## src/rtl/perf_pkg.sv

```systemverilog
// Shared constants and types for the cache performance counter CSR reader.
// Counter map: 0 = L1I access, 1 = L1I miss, 2 = L1D access, 3 = L1D miss.
package perf_pkg;

    localparam int NUM_CNT = 4;
    localparam int IDX_W   = (NUM_CNT > 1) ? $clog2(NUM_CNT) : 1;

    localparam logic [11:0] CSR_LO_BASE = 12'hB03;
    localparam logic [11:0] CSR_HI_BASE = 12'hB83;

    typedef enum logic {
        IDLE = 1'b0,
        RESP = 1'b1
    } perf_rd_state_e;

    typedef struct packed {
        logic             hit_lo;
        logic             hit_hi;
        logic [IDX_W-1:0] idx;
    } perf_dec_t;

endpackage

```

## src/rtl/perf_csr_decode.sv

```systemverilog
// Combinational CSR address decode into a low/high hit and counter index.
// Ranges are found by unsigned 12-bit subtraction, so addresses below a base wrap high and miss.
module perf_csr_decode #(
    parameter int          NUM_CNT     = perf_pkg::NUM_CNT,
    parameter logic [11:0] CSR_LO_BASE = perf_pkg::CSR_LO_BASE,
    parameter logic [11:0] CSR_HI_BASE = perf_pkg::CSR_HI_BASE
) (
    input  logic [11:0]         addr,
    output perf_pkg::perf_dec_t dec
);
    import perf_pkg::*;

    localparam logic [11:0] CNT_LIM = 12'(NUM_CNT);

    logic [11:0] off_lo;
    logic [11:0] off_hi;
    logic        in_lo;
    logic        in_hi;

    assign off_lo = addr - CSR_LO_BASE;
    assign off_hi = addr - CSR_HI_BASE;
    assign in_lo  = (off_lo < CNT_LIM);
    assign in_hi  = (off_hi < CNT_LIM);

    always_comb begin
        dec        = '0;
        dec.hit_lo = in_lo;
        dec.hit_hi = in_hi && !in_lo;
        if (in_lo) begin
            dec.idx = off_lo[IDX_W-1:0];
        end else if (in_hi) begin
            dec.idx = off_hi[IDX_W-1:0];
        end
    end

endmodule

```

## src/rtl/perf_counter_reader.sv

```systemverilog
// CSR read responder for the 64-bit cache performance counters, one read outstanding.
// Optional PERF_SNAPSHOT_EN: a low read latches the high word so the following high read is carry-atomic.
module perf_counter_reader #(
    parameter int          NUM_CNT     = perf_pkg::NUM_CNT,
    parameter logic [11:0] CSR_LO_BASE = perf_pkg::CSR_LO_BASE,
    parameter logic [11:0] CSR_HI_BASE = perf_pkg::CSR_HI_BASE
) (
    input  logic                  clk,
    input  logic                  rst,
    input  logic [NUM_CNT*64-1:0] cnt_in,
    input  logic                  req_valid,
    output logic                  req_ready,
    input  logic [11:0]           req_addr,
    output logic                  resp_valid,
    input  logic                  resp_ready,
    output logic [31:0]           resp_data,
    output logic                  resp_err
);
    import perf_pkg::*;

    perf_rd_state_e state;
    perf_dec_t      dec;
    logic [63:0]    cnt_w [NUM_CNT];
    logic           req_fire;
    logic           resp_fire;
    logic [31:0]    rd_data;
    logic           rd_err;
    logic [31:0]    resp_data_q;
    logic           resp_err_q;

`ifdef PERF_SNAPSHOT_EN
    logic [31:0]        snap_hi [NUM_CNT];
    logic [NUM_CNT-1:0] snap_vld;
`endif

    for (genvar i = 0; i < NUM_CNT; i++) begin : g_cnt
        assign cnt_w[i] = cnt_in[64*i +: 64];
    end

    perf_csr_decode #(
        .NUM_CNT     (NUM_CNT),
        .CSR_LO_BASE (CSR_LO_BASE),
        .CSR_HI_BASE (CSR_HI_BASE)
    ) u_decode (
        .addr (req_addr),
        .dec  (dec)
    );

    assign req_ready  = (state == IDLE);
    assign resp_valid = (state == RESP);
    assign req_fire   = req_valid && req_ready;
    assign resp_fire  = resp_valid && resp_ready;
    assign resp_data  = resp_data_q;
    assign resp_err   = resp_err_q;

    always_comb begin
        rd_data = '0;
        rd_err  = 1'b0;
        if (dec.hit_lo) begin
            rd_data = cnt_w[dec.idx][31:0];
        end else if (dec.hit_hi) begin
`ifdef PERF_SNAPSHOT_EN
            rd_data = snap_vld[dec.idx] ? snap_hi[dec.idx] : cnt_w[dec.idx][63:32];
`else
            rd_data = cnt_w[dec.idx][63:32];
`endif
        end else begin
            rd_err = 1'b1;
        end
    end

    always_ff @(posedge clk or posedge rst) begin
        if (rst) begin
            state <= IDLE;
        end else begin
            case (state)
                IDLE:    if (req_fire)  state <= RESP;
                RESP:    if (resp_fire) state <= IDLE;
                default: state <= IDLE;
            endcase
        end
    end

    // Response registers load only at accept, so they hold through any back-pressure.
    always_ff @(posedge clk or posedge rst) begin
        if (rst) begin
            resp_data_q <= '0;
            resp_err_q  <= 1'b0;
        end else if (req_fire) begin
            resp_data_q <= rd_data;
            resp_err_q  <= rd_err;
        end
    end

`ifdef PERF_SNAPSHOT_EN
    always_ff @(posedge clk or posedge rst) begin
        if (rst) begin
            for (int i = 0; i < NUM_CNT; i++) begin
                snap_hi[i] <= '0;
            end
            snap_vld <= '0;
        end else if (req_fire && dec.hit_lo) begin
            snap_hi[dec.idx]  <= cnt_w[dec.idx][63:32];
            snap_vld[dec.idx] <= 1'b1;
        end else if (req_fire && dec.hit_hi) begin
            snap_vld[dec.idx] <= 1'b0;
        end
    end
`endif

endmodule

```

## config.mk

```make
export PLATFORM = sky130hd
export DESIGN_NAME = perf_counter_reader
export DESIGN_NICKNAME = d
export VERILOG_FILES = /design/src/rtl/perf_pkg.sv /design/src/rtl/perf_csr_decode.sv /design/src/rtl/perf_counter_reader.sv
export SDC_FILE = /design/constraint.sdc
export NUM_CORES = 1
export LEC_CHECK = 0
export ABC_CLOCK_PERIOD_IN_PS = 1900
export CAP_MARGIN = 20
export CORE_AREA = 2 2 121 123
export DETAILED_ROUTE_END_ITERATION = 10
export DIE_AREA = 0 0 123 125
export MAX_ROUTING_LAYER = met4
export PLACE_DENSITY = 0.71
export SLEW_MARGIN = 10
export SYNTH_ARGS = -nofsm -noshare
export SYNTH_HDL_FRONTEND = slang
export SYNTH_HIERARCHICAL = 1
export SYNTH_SLANG_ARGS = --single-unit
export TNS_END_PERCENT = 50
```

## constraint.sdc

```tcl
create_clock -name clk -period 1.9 [get_ports clk]
set_clock_uncertainty 0.05 [all_clocks]
set_input_delay 0.285 -clock clk [delete_from_list [all_inputs] [get_ports clk]]
set_output_delay 0.285 -clock clk [all_outputs]
set_load 0.05 [all_outputs]
```

Yosys cells after proc, flatten, opt, wreduce, memory -nomap -nowiden
Index checks and enable logic that the tools add are counted.
- memories kept: 0
- output and inout port bits: 35
- bits in latches: 0
- register bits: 34
- bits in read-only memories: 0
- RAM bits: 0
- word-level logic and storage cells: 26
- mux-type cells: 12
- add/subtract/negate cells: 2
- equal/unequal tests: 0
- order comparisons: 3
- div/mod/pow operators: 0
- bitwise gates (word level): 2
- multipliers: 0
- shift-type cells: 0
- reduce and logical (&&, ||, !) cells: 4
- operators with widths (kind ; count):
    $bmux W64 S2 ; 1
    $mux W64 ; 2
    $mux W32 ; 2
    $lt A12 B3 Y1 const B ; 2
    $sub A12 B12 Y12 const B ; 2
    $mux W1 ; 4
    $mux W2 ; 2
    $ge A3 B3 Y1 const B ; 1
    $logic_and A1 B1 Y1 ; 3
    $not A2 Y3 ; 1
    $pmux W1 S2 ; 1
    $logic_not A1 Y1 ; 1
    $not A1 Y1 ; 1

Depth between registers and ports, before layout
- word-level depth: 10
- mapped depth: 12
- gate-level depth less buffers: 9

Cells and area by module
Netlist, hierarchy kept.
- by module, submodules not included (module ; instances ; sequential area each (µm²) ; area each (µm²) ; cells an instance):
    perf_counter_reader ; 1 ; 850.8 ; 3364.5 ; 299
    perf_csr_decode ; 1 ; 0.0 ; 221.5 ; 30

Worst setup path after synthesis
Ideal clock, no wire load.
- path type: input to register
- from: input req_addr[0]
- to: register resp_data_q[10] (netlist: resp_data[10])
- data arrival time: 2.303 ns
- path slack: -0.594 ns
- required time: 1.709 ns
- library setup time: 0.141 ns
- cell stages on the path: 11
- cells stage by stage: ha_1 -> nand2b_1 -> mux2i_1 -> a31oi_1 -> o31ai_1 -> nor3b_1 -> buf_6 -> buf_6 -> mux4_1 -> nand2_1 -> a31oi_1
- RTL lines (element ; RTL line ; text):
    start: declaration ; perf_counter_reader.sv:13 ; input logic [11:0] req_addr,
    end signal: assignment ; perf_counter_reader.sv:90 ; resp_data_q <= rd_data;
    end: declaration ; perf_counter_reader.sv:28 ; logic [31:0] resp_data_q;

==> run metrics <==
status=finished, violations left; failing checks=setup timing; DR WL/cell=19.9 um; Final Cell Area=0.00763 mm^2; area leader, netlist=dfrtp_1; Post-synth EDFFs=0; Synth top area share=23.7%; die height=125 um; Main synth FF type=dfrtp_1; Residual DRC=0; filler instances=1,247; final core area utilization=53.7%; Die Wd=123 um; count leader, synth=mux2i_1; crit path kind=input port to flop; pin count of the biggest net entering global routing=37; final max-slew violation count=0; Hold WC Path Type=input port to asynchronous set/reset pin; Slew @ Worst Pin=551 ps; RSZ-0062 raised after global routing=true; site row count=44; gpl congestion=0.977; post-synthesis cell count=329; Netlist cell types=34; Tot GR Track Use=22.6%; slew margin rel.=63.2%; initial DRC count=167; worst vdd ir=306 uV; core region area=0.0142 mm^2; Hold Vio Cnt, Final=0; vias per cell=4.84; CP arrival=2650 ps; Async S/R FF share, synth=100%; Worst Setup End Kind=flop; DRT Pass-1 Iters=7; Avg Cell Area, Syn=10.9 um^2; Post-CTS Hold Fix Bufs=0; Clk Latency, worst-skew pair=280 ps; net count reported at finish=945; DR vias=4,145; Final setup viols=32; Synth-to-Final Area Change=113%; vias in the first global route=4,612; final worst path period share=134%; Post-DP HPWL=13,600 um; Fmax=0.393 GHz; clock slew at reported path FFs=60 ps; crit path time final=2540 ps; Total Wirelength=17,100 um; final worst slack=-645 ps; die footprint=0.0154 mm^2; number of H-tree levels=2; commonest cells in the netlist=mux2i_1 (66), nand2_1 (37), a31oi_1 (34), dfrtp_1 (34), nor2_1 (34); synthesized net count=602; required time of the critical path=2010 ps; YS warnings=6; Area contributors post-synth=dfrtp_1 (24%), mux4_1 (23%), mux2i_1 (18%), o22a_1 (7.8%), a31oi_1 (5.9%); worst setup path startpoint=req_addr[1]; GRT overflow=0; Worst R2R Start=resp_valid; CTS tree=done; ant diodes=0; initial antenna violation count=0; layout cells sized above 1=24.2%; Pleak=2.70 nW; Root Buffer=clkbuf_16; sequential share of the synthesized area=23.7%; clock buffer depth=2; IO Pins=307; Pwr Total=3.73 mW; Final ANT Viol Nets=0; max capacitance violation total=0; area of the mapped netlist=0.00359 mm^2; #FFs+latches synth=34; total CTS buffers=5; first-pass GRT wire length=25,700 um; Final Hold Slack=364 ps; Clock Sinks=34; I/O Buffers=306; placed instance area=0.00690 mm^2; crit start category=input port; PD cells=489 mW/mm^2; crit path max fanout=4; initial core utilization=25.2%
cell type report:
type                       count  area (um^2)  share of cell area [%]
multi-input combinational    259         2530                    33.1
timing repair buffer         369         3840                    50.4
sequential                    34          851                    11.2
tap                          184          230                    3.02
inverter                       3         11.3                   0.148
clock buffer                   8          166                    2.18
critical path: stages:
cell      delay, ps
buf_8           100
ha_4            150
nand2b_4        130
mux2i_2         160
a31oi_2         140
o31ai_2         270
nor3b_4         250
buf_6           150
buf_12          120
buf_12          130
buf_16          110
mux4_2          490
nand2_1          80
a31oi_1          80
per-layer routing:
metal | vias up | global-route usage, % | part of all wire [%]
li1 | 1970 | - | -
met1 | 1972 | 26.4 | 39
met2 | 170 | 39.4 | 52
met3 | 33 | 3.56 | 6.6
met4 | 0 | 6.89 | 2.8
met5 | - | - | 0
logic make-up after synthesis:
family	Yosys count	synth area share, %
simple gates	85	10.5
compound gates	73	15.2
xor+xnor	1	0.244
mux	99	42.2
buf+inv	36	7.75
fa+ha+maj	1	0.349
flops	34	23.7
per-stage QoR:
step                      setup TNS [ps]  setup WS (ps)  instances
after floorplan                   -14950           -473        329
after global placement            -37300          -1190        829
after detailed placement          -38730          -1260        829
after CTS                         -17280           -585        859
after global routing              -22220           -759        857
final                             -18170           -645        857
where the power goes:
group | internal, mW | switching [mW] | leakage [nW]
Combinational | 0.929 | 0.927 | 2.21
Clock | 0.594 | 0.323 | 0.0832
Sequential | 0.869 | 0.0893 | 0.407
Total | 2.39 | 1.34 | 2.70
registers in the layout, indices dropped and copies added (netlist names):
register / cells
resp_data: 32
resp_err: 1
resp_valid: 1
final timing paths:
kind	endpoint	slack [ps]	depth (start not counted)
setup / recovery	resp_data[29]	-640	14
hold / removal	resp_data[25]	360	3
setup reg to reg	resp_data[7]	660	4
hold reg to reg	resp_err	470	1
max in group asynchronous	resp_data[2]	1100	3
min in group clk	resp_err	470	1
repair_timing:
item	CTS	global route
setup buffers	18	0
gates cloned	5	0
pin swaps	41	14
setup endpoints to repair	33	32
resized for setup	99	10
placed cells by master (no fill, tap or decap), types with 2 or more instances in the layout:
cell type	n
mux4_2	32
clkbuf_16	5
mux2i_2	6
buf_16	5
mux2i_4	3
nor2_1	34
buf_4	45
mux2i_1	57
dlygate4sd2_1	2
clkbuf_8	3
buf_12	13
buf_8	6
clkdlybuf4s50_1	281
inv_1	2
nand2_1	29
buf_6	12
o22a_1	32
dfrtp_1	34
a31oi_2	2
nand2b_4	3
a31oi_1	32
clkdlybuf4s15_2	3
nand2_2	8
(Power assumes the default switching activity.)
